[config.mk]
export PLATFORM = sky130hd
export DESIGN_NAME = renkon_ctrl_output_flat
export DESIGN_NICKNAME = d
export VERILOG_FILES = /design/src/rtl/renkon_pkg.sv /design/src/rtl/renkon_ctrl_output_if.sv /design/src/rtl/renkon_ctrl_output_addr.sv /design/src/rtl/renkon_ctrl_output.sv /design/src/flat_wrapper.sv
export SDC_FILE = /design/constraint.sdc
export NUM_CORES = 1
export LEC_CHECK = 0
export ABC_CLOCK_PERIOD_IN_PS = 3800
export BUFFER_PORTS_ARGS = -buffer_cell sky130_fd_sc_hd__buf_2
export CAP_MARGIN = 25
export CORE_ASPECT_RATIO = 1.5
export CORE_UTILIZATION = 25
export CTS_CLUSTER_SIZE = 28
export DETAILED_ROUTE_END_ITERATION = 6
export GPL_ROUTABILITY_DRIVEN = 0
export PLACE_DENSITY = 0.39
export SLEW_MARGIN = 40
export SYNTH_ARGS = -nofsm -noshare
export SYNTH_HDL_FRONTEND = slang
export SYNTH_SLANG_ARGS = --single-unit
[constraint.sdc]
create_clock -name clk -period 3.8 [get_ports clk]
set_input_delay 1.14 -clock clk [delete_from_list [all_inputs] [get_ports clk]]
set_output_delay 1.14 -clock clk [all_outputs]
set_load 0.005 [all_outputs]
[src/rtl/renkon_pkg.sv]
// ---------------------------------------------------------------------------
// renkon_pkg
//   Shared constants and types for the renkon output stage.
//
//   RENKON_CORE     number of cores feeding the output mux
//   RENKON_CORELOG  log2(RENKON_CORE); core select is RENKON_CORELOG+1 bits
//                   so that 0 can mean "idle / drive zero"
//   DWIDTH          output data width carried by the mux
//   SIZEWIDTH       width of the per-core output pixel count
//   MEMWIDTH        output memory address width
// ---------------------------------------------------------------------------
package renkon_pkg;

  localparam int RENKON_CORE    = 8;
  localparam int RENKON_CORELOG = 3;
  localparam int DWIDTH         = 16;
  localparam int SIZEWIDTH      = 16;
  localparam int MEMWIDTH       = 16;

  // Select width: one extra bit so RENKON_CORE itself is representable
  // (select k addresses core k-1, select 0 means no core).
  localparam int SEL_W = RENKON_CORELOG + 1;

  typedef logic [SEL_W-1:0]     sel_t;
  typedef logic [SIZEWIDTH-1:0] size_t;
  typedef logic [MEMWIDTH-1:0]  addr_t;

  // Write-back sequencer states.
  typedef enum logic [1:0] {
    IDLE,
    ISSUE,
    FIN,
    DONE
  } renkon_out_state_t;

  // Requests for more cores than physically exist drain only the real ones.
  function automatic sel_t clamp_cores(input sel_t cores);
    return (cores > sel_t'(RENKON_CORE)) ? sel_t'(RENKON_CORE) : cores;
  endfunction

endpackage

[src/rtl/renkon_ctrl_output_if.sv]
// ---------------------------------------------------------------------------
// renkon_ctrl_output_if
//   Bundle between the renkon top-level FSM / output mux / output memory and
//   the write-back sequencer.
//
//   start         1-cycle request to begin write-back (honoured in IDLE only)
//   out_size      pixels per core (N), latched on accepted start
//   active_cores  cores to drain (C), latched on accepted start
//   base_addr     output memory base, latched on accepted start
//   stall         downstream back-pressure; blocks issue of new selects
//   output_re     core select into the registered output mux (0 = idle)
//   mem_we        output memory write enable (data = mux output same cycle)
//   mem_addr      output memory write address
//   busy          high from the first cycle after an accepted start through
//                 the done cycle
//   done          one-cycle completion pulse
//
//   master: the environment driving requests (top FSM + downstream)
//   slave : the sequencer itself
// ---------------------------------------------------------------------------
interface renkon_ctrl_output_if
  import renkon_pkg::*;
();

  logic  start;
  size_t out_size;
  sel_t  active_cores;
  addr_t base_addr;
  logic  stall;

  sel_t  output_re;
  logic  mem_we;
  addr_t mem_addr;
  logic  busy;
  logic  done;

  modport master (
    output start,
    output out_size,
    output active_cores,
    output base_addr,
    output stall,
    input  output_re,
    input  mem_we,
    input  mem_addr,
    input  busy,
    input  done
  );

  modport slave (
    input  start,
    input  out_size,
    input  active_cores,
    input  base_addr,
    input  stall,
    output output_re,
    output mem_we,
    output mem_addr,
    output busy,
    output done
  );

endinterface

[src/rtl/renkon_ctrl_output_addr.sv]
// ---------------------------------------------------------------------------
// renkon_ctrl_output_addr
//   Incremental address generator for the write-back walk. The element for
//   core c, pixel p lives at base + c*N + p (mod 2^MEMWIDTH). Instead of a
//   multiplier it keeps a row pointer (base + c*N) that steps by N per core,
//   and a pixel offset p that bumps once the core index wraps.
//
//   clk, rst     clock, synchronous active-high reset
//   init         load base and N, point at element (0,0)
//   base, size   base address and per-core pixel count (N), used on init
//   step         move to the next core of the same pixel
//   next_pixel   wrap back to core 0 and advance to the next pixel
//   addr         address of the current element (combinational)
// ---------------------------------------------------------------------------
module renkon_ctrl_output_addr
  import renkon_pkg::*;
(
  input  logic  clk,
  input  logic  rst,
  input  logic  init,
  input  addr_t base,
  input  size_t size,
  input  logic  step,
  input  logic  next_pixel,
  output addr_t addr
);

  addr_t base_q;
  addr_t stride_q;
  addr_t row_q;
  addr_t pix_q;

  // NOTE: sequential state is written with non-blocking assignments so every
  // register samples its inputs from the same pre-edge values.
  always_ff @(posedge clk) begin
    if (rst) begin
      base_q   <= '0;
      stride_q <= '0;
      row_q    <= '0;
      pix_q    <= '0;
    end else if (init) begin
      base_q   <= base;
      stride_q <= addr_t'(size);
      row_q    <= base;
      pix_q    <= '0;
    end else if (next_pixel) begin
      row_q    <= base_q;
      pix_q    <= pix_q + addr_t'(1);
    end else if (step) begin
      row_q    <= row_q + stride_q;
    end
  end

  // Both sums wrap naturally at MEMWIDTH bits.
  assign addr = row_q + pix_q;

endmodule

[src/rtl/renkon_ctrl_output.sv]
// ---------------------------------------------------------------------------
// renkon_ctrl_output
//   Write-back sequencer for the renkon output stage. After a layer finishes
//   it walks pixel p = 0..N-1 (outer) and core c = 0..C-1 (inner), driving
//   the core select output_re = c+1 into the registered output mux on every
//   non-stalled cycle. Because the mux adds one register stage, the memory
//   write enable and address are delayed by one cycle so they line up with
//   the mux data.
//
//   clk   clock, rising edge
//   rst   synchronous active-high reset; aborts a run with no done pulse
//   bus   renkon_ctrl_output_if.slave (start/size/cores/base/stall in,
//         output_re/mem_we/mem_addr/busy/done out)
//
//   Timing for a start seen in cycle s with S stalled cycles:
//     selects in cycles s+1 .. s+N*C+S, last write one cycle later (FIN),
//     done in cycle s+N*C+S+2. An empty request (N=0 or C=0) goes straight
//     to FIN, so done lands in cycle s+2 with no writes.
// ---------------------------------------------------------------------------
module renkon_ctrl_output
  import renkon_pkg::*;
(
  input  logic                  clk,
  input  logic                  rst,
  renkon_ctrl_output_if.slave   bus
);

  renkon_out_state_t state_q, state_d;

  sel_t  core_q;      // current core index c
  sel_t  cores_q;     // clamped core count C
  size_t pix_q;       // current pixel index p
  size_t size_q;      // pixel count N

  sel_t  sel;
  logic  accept;
  logic  empty_req;
  logic  issue;
  logic  core_wrap;
  logic  last_elem;
  addr_t elem_addr;

  logic  we_q;
  addr_t addr_q;

  // -------------------------------------------------------------------------
  // Request decode
  // -------------------------------------------------------------------------
  assign accept    = (state_q == IDLE) && bus.start;
  assign empty_req = (clamp_cores(bus.active_cores) == '0) || (bus.out_size == '0);

  // Only meaningful in ISSUE, where cores_q and size_q are both non-zero.
  assign core_wrap = (core_q == cores_q - sel_t'(1));
  assign last_elem = core_wrap && (pix_q == size_q - size_t'(1));

  // -------------------------------------------------------------------------
  // FSM: state register
  // -------------------------------------------------------------------------
  always_ff @(posedge clk) begin
    if (rst) state_q <= IDLE;
    else     state_q <= state_d;
  end

  // -------------------------------------------------------------------------
  // FSM: next state and select
  // -------------------------------------------------------------------------
  // NOTE: every signal driven here gets a default first, so no path can
  // leave it unassigned and infer a latch.
  always_comb begin
    state_d = state_q;
    sel     = '0;
    unique case (state_q)
      IDLE: begin
        if (bus.start) state_d = empty_req ? FIN : ISSUE;
      end
      ISSUE: begin
        // A stalled cycle issues nothing and holds (c,p).
        if (!bus.stall) begin
          sel = core_q + sel_t'(1);
          if (last_elem) state_d = FIN;
        end
      end
      FIN:     state_d = DONE;   // the last write drains through the mux
      DONE:    state_d = IDLE;
      default: state_d = IDLE;
    endcase
  end

  assign issue = (sel != '0);

  // -------------------------------------------------------------------------
  // Walk counters: core is the inner loop, pixel the outer one
  // -------------------------------------------------------------------------
  always_ff @(posedge clk) begin
    if (rst) begin
      core_q  <= '0;
      cores_q <= '0;
      pix_q   <= '0;
      size_q  <= '0;
    end else if (accept) begin
      core_q  <= '0;
      cores_q <= clamp_cores(bus.active_cores);
      pix_q   <= '0;
      size_q  <= bus.out_size;
    end else if (issue) begin
      if (core_wrap) begin
        core_q <= '0;
        pix_q  <= pix_q + size_t'(1);
      end else begin
        core_q <= core_q + sel_t'(1);
      end
    end
  end

  // -------------------------------------------------------------------------
  // Address generator for the element currently being selected
  // -------------------------------------------------------------------------
  renkon_ctrl_output_addr u_addr (
    .clk        (clk),
    .rst        (rst),
    .init       (accept),
    .base       (bus.base_addr),
    .size       (bus.out_size),
    .step       (issue && !core_wrap),
    .next_pixel (issue && core_wrap),
    .addr       (elem_addr)
  );

  // -------------------------------------------------------------------------
  // Write port, one stage behind the select to match the mux register.
  // The write of an issued element always follows, whatever stall does next.
  // -------------------------------------------------------------------------
  always_ff @(posedge clk) begin
    if (rst) begin
      we_q   <= 1'b0;
      addr_q <= '0;
    end else begin
      we_q <= issue;
      if (issue) addr_q <= elem_addr;
    end
  end

  // -------------------------------------------------------------------------
  // Outputs
  // -------------------------------------------------------------------------
  assign bus.output_re = sel;
  assign bus.mem_we    = we_q;
  assign bus.mem_addr  = addr_q;
  assign bus.busy      = (state_q != IDLE);
  assign bus.done      = (state_q == DONE);

endmodule

[src/flat_wrapper.sv]
// flat-port wrapper written by rule: the top's interface ports become plain ports
module renkon_ctrl_output_flat import renkon_pkg::*;
  (clk, rst, bus_start, bus_out_size, bus_active_cores, bus_base_addr, bus_stall, bus_output_re, bus_mem_we, bus_mem_addr, bus_busy, bus_done);
  renkon_ctrl_output_if bus_i ();
  input  logic clk;
  input  logic rst;
  input wire logic [$bits(bus_i.start)-1:0] bus_start;
  input wire logic [$bits(bus_i.out_size)-1:0] bus_out_size;
  input wire logic [$bits(bus_i.active_cores)-1:0] bus_active_cores;
  input wire logic [$bits(bus_i.base_addr)-1:0] bus_base_addr;
  input wire logic [$bits(bus_i.stall)-1:0] bus_stall;
  output wire logic [$bits(bus_i.output_re)-1:0] bus_output_re;
  output wire logic [$bits(bus_i.mem_we)-1:0] bus_mem_we;
  output wire logic [$bits(bus_i.mem_addr)-1:0] bus_mem_addr;
  output wire logic [$bits(bus_i.busy)-1:0] bus_busy;
  output wire logic [$bits(bus_i.done)-1:0] bus_done;
  assign bus_i.start = bus_start;
  assign bus_i.out_size = bus_out_size;
  assign bus_i.active_cores = bus_active_cores;
  assign bus_i.base_addr = bus_base_addr;
  assign bus_i.stall = bus_stall;
  assign bus_output_re = bus_i.output_re;
  assign bus_mem_we = bus_i.mem_we;
  assign bus_mem_addr = bus_i.mem_addr;
  assign bus_busy = bus_i.busy;
  assign bus_done = bus_i.done;
  renkon_ctrl_output u_core (.clk(clk), .rst(rst), .bus(bus_i));
endmodule
### Word level (Yosys, flattened, before mapping)

Cells that the tools add are included.

| storage, ports and cells | value |
|---|---|
| bits in registers | 107 |
| bits of input ports | 40 |
| logic and storage cells | 53 |

| operators by class | value |
|---|---|
| add/sub/neg operators | 7 |
| order comparisons | 1 |
| equality and inequality tests | 8 |
| multiplexer cells | 12 |
| reductions and logical operators | 15 |

Operator list:

| operator | count |
|---|---|
| 16-bit two-way mux | 3 |
| 16-bit by 1-bit adder with 16-bit output, second input constant | 2 |
| 16-bit adder | 2 |
| 16-bit equality test | 1 |
| 16-bit logical NOT | 1 |
| 4-bit two-way mux | 4 |
| 16-bit by 1-bit subtractor with 16-bit output, second input constant | 1 |
| 2-bit two-way mux | 4 |
| 2-bit case mux with 4 select lines | 1 |
| 4-bit by 1-bit adder with 4-bit output, second input constant | 1 |
| 2-bit equality test, second input constant | 2 |
| 4-bit equality test | 1 |
| 4-bit greater-than comparator, second input constant | 1 |
| 1-bit logical AND | 4 |
| 4-bit logical NOT | 1 |
| 2-bit inequality test, second input constant | 2 |
| 4-bit nonzero test | 1 |
| 4-bit by 1-bit subtractor with 4-bit output, second input constant | 1 |
| 3-bit AND reduction | 1 |
| 3-bit nonzero test | 1 |
| 2-bit by 1-bit equality test with 1-bit output, second input constant | 1 |
| 2-bit logical NOT | 1 |
| 2-bit by 1-bit inequality test with 1-bit output, second input constant | 1 |
| 2-bit AND reduction | 1 |
| other kinds (4) | 4 |

### Longest topological paths before layout

Gate-level depths: netlist (run 1).

| logic depth | value |
|---|---|
| word-level depth | 8 |
| gate-level depth with buffers | 12 |

### By module

A second synthesis (run 1) with hierarchy kept.

| unflattened totals | value |
|---|---|
| cell total of the unflattened synthesis | 872 |
| area total of the unflattened synthesis | 7,243.2 um^2 |

By module, submodules not included:

| module | times used | cells an instance | area an instance (um^2) |
|---|---|---|---|
| renkon_ctrl_output_addr | 1 | 493 | 4,063.9 |
| renkon_ctrl_output | 1 | 379 | 3,179.3 |

### Worst setup path after synthesis (run 1)

OpenSTA, ideal clock, no wires.

| path | value |
|---|---|
| kind | input -> register |
| start point | in bus_stall |
| end point | reg u_core.pix_q[6] |
| library setup time | 71 ps |
| arrival | 2,700 ps |
| required time | 3,729 ps |
| setup slack | 1,029 ps |
| stages | 6 |
| path buffers | 1 |
| path through | nand2b_1 > o21bai_1 > or4_1 > clkbuf_1 > or3_1 > a21oi_1 |

| on the way | value |
|---|---|
| cells in the longest elaborated chain, start to end | 4 |

RTL lines:

| element | RTL line | RTL |
|---|---|---|
| start, declared | flat_wrapper.sv:11 | `input wire logic [$bits(bus_i.stall)-1:0] bus_stall;` |
| 4-bit two-way mux | renkon_ctrl_output.sv:78 | `if (!bus.stall) begin` |
| 4-bit two-way mux | renkon_ctrl_output.sv:72 | `unique case (state_q)` |
| 4-bit nonzero test | renkon_ctrl_output.sv:89 | `assign issue = (sel != '0);` |
| 2-bit AND reduction (no source line) | n/a |  |
| end signal, assigned | renkon_ctrl_output.sv:108 | `pix_q <= pix_q + size_t'(1);` |
| end, declared | renkon_ctrl_output.sv:32 | `size_t pix_q;` |

Every way passes these cells.
A chain may end at the register's enable or synchronous reset.

### Final worst setup path (run 1)

| path | value |
|---|---|
| start point | in bus_stall |
| end point | out bus_output_re[0] |

| on the way | value |
|---|---|
| cells in the longest elaborated chain, start to end | 2 |

RTL lines:

| element | RTL line | RTL |
|---|---|---|
| 4-bit two-way mux | renkon_ctrl_output.sv:78 |  |
| 4-bit two-way mux | renkon_ctrl_output.sv:72 |  |
| end, declared | flat_wrapper.sv:12 | `output wire logic [$bits(bus_i.output_re)-1:0] bus_output_re;` |

Every way passes these cells.

==> impl_metrics.csv, run 1 <==
group,metric,value,unit
status,outcome,"complete, no violations",
detailed_routing,drtAntennaViolNets,0,
placed_design,dp_slack,0.710,ns
clock_network,cts_hold_buf,0,
sta,fin_ws,0.907,ns
synthesis,syn_area,6570,um^2
global_route,grt_start_max_net_pins,40,
worst_setup_path,cp.depth,4,
power_and_ir_drop,power_density,515,nW/um^2
synthesis,synth_cells,843,
worst_setup_path,critPathCaptureType,"output pin",
synthesis,avgSynthCellArea,7.80,um^2
sta,fin_worst_skew,0.0106,ns
sta,finalCritPeriodShare,0.761,
clock_network,path_clk_slew,0.07,ns
global_route,antenna_found_initial,0,
synthesis,yosys_most_used_dff,"dfxtp_1",
final_layout,diodes,0,
worst_setup_path,crit_top_cell,"buf_2",
clock_network,cts_root_buffer,"clkbuf_16",
die,dieHeight,201,um
min_path,hold_path_class,"reg2reg",
sta,setup-violations-final,0,
clock_network,cts_tree,"yes",
clock_network,insertion_delay,0.36,ns
synthesis,synth-seq-cells,107,
sta,hold_violations,0,
synthesis,postSynthNetCount,925,
synthesis,synth-edff-count,0,
worst_setup_path,cpPeakStageDelay,0.22,ns
detailed_routing,routed_wl,20.4,mm
detailed_routing,firstDrtPassIters,4,
global_route,grt_first_pass_wirelength,32.7,mm
clock_network,cts.path.max_buffers,2,
final_layout,drive_gt1_frac,0.119,
worst_setup_path,crit_path_end,"bus_output_re[0]",
die,io_pins,63,
worst_setup_path,slowest_stage,"nand2b_1",
worst_setup_path,crit_fanout,7,
worst_setup_path,path_cells,"buf_2 -> nand2b_1 -> nor2_1 -> buf_2",
detailed_routing,via_per_inst,4.96,
final_layout,finish.instance_area,7600,um^2
worst_setup_path,cp_top_family,"simple AND/OR/NAND/NOR gates",
synthesis,yosysSeqAreaShare,0.326,
die,dieArea,27000,um^2
worst_setup_path,r2r-start,"u_core.u_addr.pix_q[0]$_SDFFE_PP0P_",
clock_network,cts_sinks,107,
die,coreArea,25800,um^2
placed_design,io_buffers,62,
die,rows,72,
detailed_routing,wl_per_cell,16.6,um
worst_setup_path,ff2ff_path_depth,10,
sta,finalMaxSlewViolations,0,
global_route,overflow,0,
detailed_routing,drtIter0Drc,289,
clock_network,cts_buffers,9,
clock_network,postCtsSetupBuffers,0,
worst_setup_path,critPathKind,"in2out",
clock_network,cts_resized,0,
worst_setup_path,cp_data_arrival_time,1.75,ns
sta,finalCriticalPeriod,2.89,ns
worst_setup_path,reg2reg_to,"u_core.bus.mem_addr[10]$_SDFFE_PP0N_",
worst_setup_path,cp-start-kind,"primary input",
final_layout,area_growth,15.6,%
worst_setup_path,reg2reg_setup_slack,0.93,ns
die,die_x,134,um
detailed_routing,drc,0,
sta,slew_headroom,0.554,
global_route,grt.total_usage,0.158,
sta,rsz0062_at_grt,"no",
clock_network,h-tree-depth,3,
final_layout,utilization,0.295,
die,start_util,0.255,
synthesis,synth_area_leaders,"dfxtp_1, ha_1, nand2_1, a21oi_1, nor2_1",
placed_design,hpwlAfterDp,15.6,mm
worst_setup_path,cp_num_buf_inv,2,
worst_setup_path,cp-startpoint,"bus_stall",
worst_setup_path,worstPathRequired,2.66,ns
global_route,grt_pass1_vias,6044,
final_layout,layout.nets,973,
synthesis,yosysTopAreaCell,"dfxtp_1",
placed_design,placed_cell_area,7270,um^2
detailed_routing,vias,6094,
synthesis,yosysTopAreaCellShare,0.326,
power_and_ir_drop,peakVddDrop,0.200,mV
power_and_ir_drop,power.leakage,0.00295,uW
synthesis,yosys_warnings,0,
sta,clock.fmax,346,MHz
synthesis,async_flop_share,0,
synthesis,ys_types,69,
flow_run,drv_cap,0,
sta,finalSetupTns,0,ns
sta,tightest_slew,0.663,ns
[worst min-delay path by stage]
stage                                         startpoint                                   end  slack, ns  depth (start not counted)
CTS                  u_core.bus.mem_addr[5]$_SDFFE_PP0N_   u_core.bus.mem_addr[5]$_SDFFE_PP0N_       0.45                          2
global route         u_core.bus.mem_addr[6]$_SDFFE_PP0N_   u_core.bus.mem_addr[6]$_SDFFE_PP0N_       0.47                          2
global placement     u_core.bus.mem_addr[5]$_SDFFE_PP0N_   u_core.bus.mem_addr[5]$_SDFFE_PP0N_       0.44                          2
detailed placement   u_core.bus.mem_addr[6]$_SDFFE_PP0N_   u_core.bus.mem_addr[6]$_SDFFE_PP0N_       0.44                          2
floorplan           u_core.u_addr.base_q[6]$_SDFFE_PP0P_  u_core.u_addr.base_q[6]$_SDFFE_PP0P_       0.43                          2
finish               u_core.bus.mem_addr[5]$_SDFFE_PP0N_   u_core.bus.mem_addr[5]$_SDFFE_PP0N_       0.45                          2
[cells by family after synthesis]
logic type      synth area share
xor+xnor                  0.0794
compound gates             0.220
buf+inv                   0.0398
flops                      0.326
fa+ha+maj                 0.0823
simple gates               0.248
mux                      0.00476
[area by class of cell]
type	instances	area [um^2]
flip-flops and latches	107	2140
well taps	333	417
fillers	2886	18200
multi-input cells	668	4180
repair buffers	78	430
clock buffers	10	239
inverters	27	101
clock inverters	6	86.3
[state kept, by name (all words and copies together), names as in the netlist]
signal and flops:
u_core.u_addr.base_q 16, u_core.core_q 4, u_core.bus.mem_we 1, u_core.size_q 16, u_core.state_q 2, u_core.cores_q 4
u_core.bus.mem_addr 16, u_core.u_addr.row_q 16, u_core.u_addr.pix_q 16, u_core.pix_q 16
[stage by stage]
step / cells / power [uW] / hold slack, ns
6_report: 1229 / 3910 / 0.451
5_1_grt: 1229 / 4210 / 0.470
4_1_cts: 1229 / 3990 / 0.455
3_5_place_dp: 1213 / 2900 / 0.444
3_3_place_gp: 1213 / 2910 / 0.440
2_1_floorplan: 843 / 2430 / 0.432
[Yosys cell counts, types with 13 or more instances]
cell type and number:
dfxtp_1 107, inv_1 27, xor2_1 27, nor2_1 74
xnor2_1 30, nand3_1 20, nand2_1 129, o21ai_0 42
clkbuf_1 26, a31oi_1 15, a21oi_1 84, ha_1 40
nand4_1 13, nor4_1 13
[placed cells by master (no fill, tap or decap), drive strengths merged, types with 20 or more instances in the layout]
master / count
xor2: 27
nand3: 20
nor2: 74
dfxtp: 107
ha: 40
xnor2: 30
inv: 28
a21oi: 84
buf: 78
o21ai: 42
nand2: 129
[layer usage]
| layer | vias up | GRT usage | share of wire |
|---|---|---|---|
| met1 | 2885 | 0.172 | 0.41 |
| met2 | 68 | 0.303 | 0.55 |
| met4 | 0 | 0.0558 | 0.019 |
| li1 | 3123 | - | - |
| met3 | 18 | 0.0227 | 0.019 |
| met5 | - | 0 | 0 |
[power breakdown]
part           internal [uW]  total [uW]  switching, uW
Combinational            561        1420            859
Sequential              1260        1420            165
Clock                    597        1070            472
Total                   2420        3910           1500
[worst min-delay path, cell delays in order, from the launching register on]
cell	delay (ns)
dfxtp_1	0.31
nand2_1	0.05
a21oi_1	0.05
Note: power is estimated with default switching activity, not from simulation.
==> run 2: changes to the inputs <==
--- a/config.mk
+++ b/config.mk
@@ -5,7 +5,7 @@
 export SDC_FILE = /design/constraint.sdc
 export NUM_CORES = 1
 export LEC_CHECK = 0
-export ABC_CLOCK_PERIOD_IN_PS = 3800
+export ABC_CLOCK_PERIOD_IN_PS = 2500
 export BUFFER_PORTS_ARGS = -buffer_cell sky130_fd_sc_hd__buf_2
 export CAP_MARGIN = 25
 export CORE_ASPECT_RATIO = 1.5
@@ -13,7 +13,7 @@
 export CTS_CLUSTER_SIZE = 28
 export DETAILED_ROUTE_END_ITERATION = 6
 export GPL_ROUTABILITY_DRIVEN = 0
-export PLACE_DENSITY = 0.39
+export PLACE_DENSITY = 0.41
 export SLEW_MARGIN = 40
 export SYNTH_ARGS = -nofsm -noshare
 export SYNTH_HDL_FRONTEND = slang
==> constraint.sdc (replaced) <==
create_clock -name clk -period 2.5 [get_ports clk]
set_input_delay 0.75 -clock clk [delete_from_list [all_inputs] [get_ports clk]]
set_output_delay 0.75 -clock clk [all_outputs]
set_load 0.005 [all_outputs]
==> run 2 against run 1 <==
Non-clock buffer count increased by 67; routed wire length rose by 4.0%; critical path depth increased by 4; die area unchanged; core utilization grew 2.4 points; via count up 5.0%; worst setup slack worse by 0.80 ns; first-iteration DRC count grew 11%; global-route usage up 0.48 points; register-to-register slack worse by 0.82 ns; critical path type is now reg2reg; largest cell class unchanged.
==> impl_metrics.csv, run 2 (same netlist as run 1, synthesis figures left out) <==
group,metric,value,unit
sta,finalMaxSlewViolations,0,
global_route,overflow,0,
final_layout,drive_gt1_frac,0.207,
clock_network,cts_tree,"yes",
sta,hold_ws,0.455,ns
placed_design,hpwlAfterDp,16.5,mm
global_route,grt_start_max_net_pins,42,
worst_setup_path,cp_data_arrival_time,2.67,ns
detailed_routing,firstDrtPassIters,4,
detailed_routing,wl_per_cell,16.4,um
sta,hold_violations,0,
sta,finalCriticalPeriod,2.39,ns
clock_network,h-tree-depth,3,
die,dieHeight,201,um
detailed_routing,drtAntennaViolNets,0,
worst_setup_path,cp-start-kind,"flop",
clock_network,cts_sinks,107,
worst_setup_path,ff2ff_path_depth,8,
die,io_pins,63,
clock_network,cts_buffers,9,
placed_design,placed_cell_area,7800,um^2
clock_network,cts.path.max_buffers,2,
detailed_routing,via_per_inst,4.94,
clock_network,cts_hold_buf,0,
flow_run,drv_cap,0,
worst_setup_path,reg2reg_setup_slack,0.11,ns
sta,setup-violations-final,0,
global_route,grtUsageMet2,0.287,
placed_design,io_buffers,62,
worst_setup_path,critPathCaptureType,"flop",
sta,finalCritPeriodShare,0.956,
sta,fin_worst_skew,0.0150,ns
sta,clock.fmax,418,MHz
global_route,grt.met3_usage,0.0162,
sta,tightest_slew,0.617,ns
power_and_ir_drop,power.leakage,0.00328,uW
die,start_util,0.255,
status,outcome,"complete, no violations",
worst_setup_path,crit_fanout,5,
clock_network,cts_root_buffer,"clkbuf_16",
global_route,antenna_found_initial,0,
clock_network,insertion_delay,0.38,ns
detailed_routing,drtIter0Drc,321,
global_route,met1_usage,0.192,
final_layout,fillCellCount,2852,
worst_setup_path,critPathKind,"reg2reg",
final_layout,diodes,0,
final_layout,finish.instance_area,8220,um^2
detailed_routing,drc,0,
final_layout,layout.nets,1040,
final_layout,final_cell_mix,"nand2_1, dfxtp_1, a21oi_1, buf_4, nor2_1",
min_path,hold_path_end,"u_core.bus.mem_addr[6]$_SDFFE_PP0N_",
die,rows,72,
global_route,grt_pass1_vias,6285,
sta,rsz0062_at_grt,"yes",
worst_setup_path,worstPathRequired,2.78,ns
global_route,grt_first_pass_wirelength,33.8,mm
detailed_routing,vias,6398,
sta,finalSetupTns,0,ns
worst_setup_path,reg2reg_to,"u_core.bus.mem_addr[15]$_SDFFE_PP0N_",
global_route,grt.total_usage,0.163,
die,dieArea,27000,um^2
clock_network,path_clk_slew,0.08,ns
sta,slew_headroom,0.584,
min_path,worstHoldStart,"u_core.bus.mem_addr[6]$_SDFFE_PP0N_",
detailed_routing,routed_wl,21.2,mm
min_path,hold-path-cell-count,2,
global_route,grt-busiest-layer,"met2",
die,die_x,134,um
min_path,hold_path_class,"reg2reg",
worst_setup_path,r2r-start,"u_core.u_addr.row_q[10]$_SDFFE_PP0P_",
power_and_ir_drop,power_density,754,nW/um^2
die,coreArea,25800,um^2
power_and_ir_drop,peakVddDrop,0.387,mV
final_layout,area_growth,25.2,%
final_layout,layout_commonest_cell,"nand2_1",
## run 2: cell types whose count changed in the layout (fill, tap and decap cells not counted), sizes merged
cell,before,now
buf,78,145
bufinv,2,1
clkbuf,10,9
clkinv,2,4
## run 2: report_power, final
group	leakage, uW	internal, uW	switching, uW	total [uW]
logic	0.00226	1090	1440	2530
registers	0.000873	1920	221	2140
clock network	0.000146	786	745	1530
## run 2: stage by stage
| step | utilization | power (uW) | cells | setup WS [ns] |
|---|---|---|---|---|
| floorplan | - | 3720 | 843 | -0.00451 |
| global placement | 0.303 | 4680 | 1278 | -0.0132 |
| detailed placement | 0.303 | 4660 | 1278 | -0.0653 |
| CTS | 0.315 | 6230 | 1294 | 0.00715 |
| global route | 0.319 | 6660 | 1296 | -0.0703 |
| finish | 0.319 | 6200 | 1296 | 0.110 |
## run 2: cell type report
class / count / area, um^2 / area share
clock buffer: 9 / 225 / 0.0274
clock inverter: 7 / 77.6 / 0.00943
inverter: 27 / 101 / 0.0123
multi-input combinational: 668 / 4280 / 0.521
sequential: 107 / 2150 / 0.261
tap: 333 / 417 / 0.0507
timing repair buffer: 145 / 971 / 0.118
## run 2: what timing repair did
action,CTS,global route
gates resized for setup,7,26
pin swaps,0,6
endpoints found under the hold margin,0,0
buffers inserted,0,2
setup endpoints to repair,9,22
## run 2: worst max path at each step
stage | to | slack [ns] | depth (start not counted) | startpoint
floorplan | u_core.state_q[0]$_SDFFE_PP0P_ | -0.005 | 11 | u_core.size_q[0]$_SDFFE_PP0P_
global placement | u_core.u_addr.row_q[14]$_SDFFE_PP0P_ | -0.01 | 11 | u_core.u_addr.row_q[0]$_SDFFE_PP0P_
detailed placement | u_core.bus.mem_addr[10]$_SDFFE_PP0N_ | -0.07 | 11 | u_core.u_addr.row_q[0]$_SDFFE_PP0P_
CTS | u_core.u_addr.row_q[11]$_SDFFE_PP0P_ | 0.007 | 9 | u_core.cores_q[1]$_SDFFE_PP0P_
global route | u_core.bus.mem_addr[15]$_SDFFE_PP0N_ | -0.07 | 8 | u_core.u_addr.row_q[10]$_SDFFE_PP0P_
finish | u_core.bus.mem_addr[15]$_SDFFE_PP0N_ | 0.11 | 8 | u_core.u_addr.row_q[10]$_SDFFE_PP0P_
## run 2: per-layer routing
| metal | wire (um) | vias up |
|---|---|---|
| li1 | - | 3264 |
| met1 | 9200 | 2999 |
| met2 | 10700 | 103 |
| met3 | 517 | 32 |
| met4 | 761 | 0 |
| met5 | 0 | - |
## run 2: worst max-delay path, cell delays in order, from the launching register on
cell	delay [ns]
dfxtp_1	0.36
ha_1	0.38
a21oi_1	0.22
inv_1	0.08
o311ai_0	0.54
a31oi_4	0.08
o31ai_2	0.26
nand3_1	0.11
a311oi_1	0.28
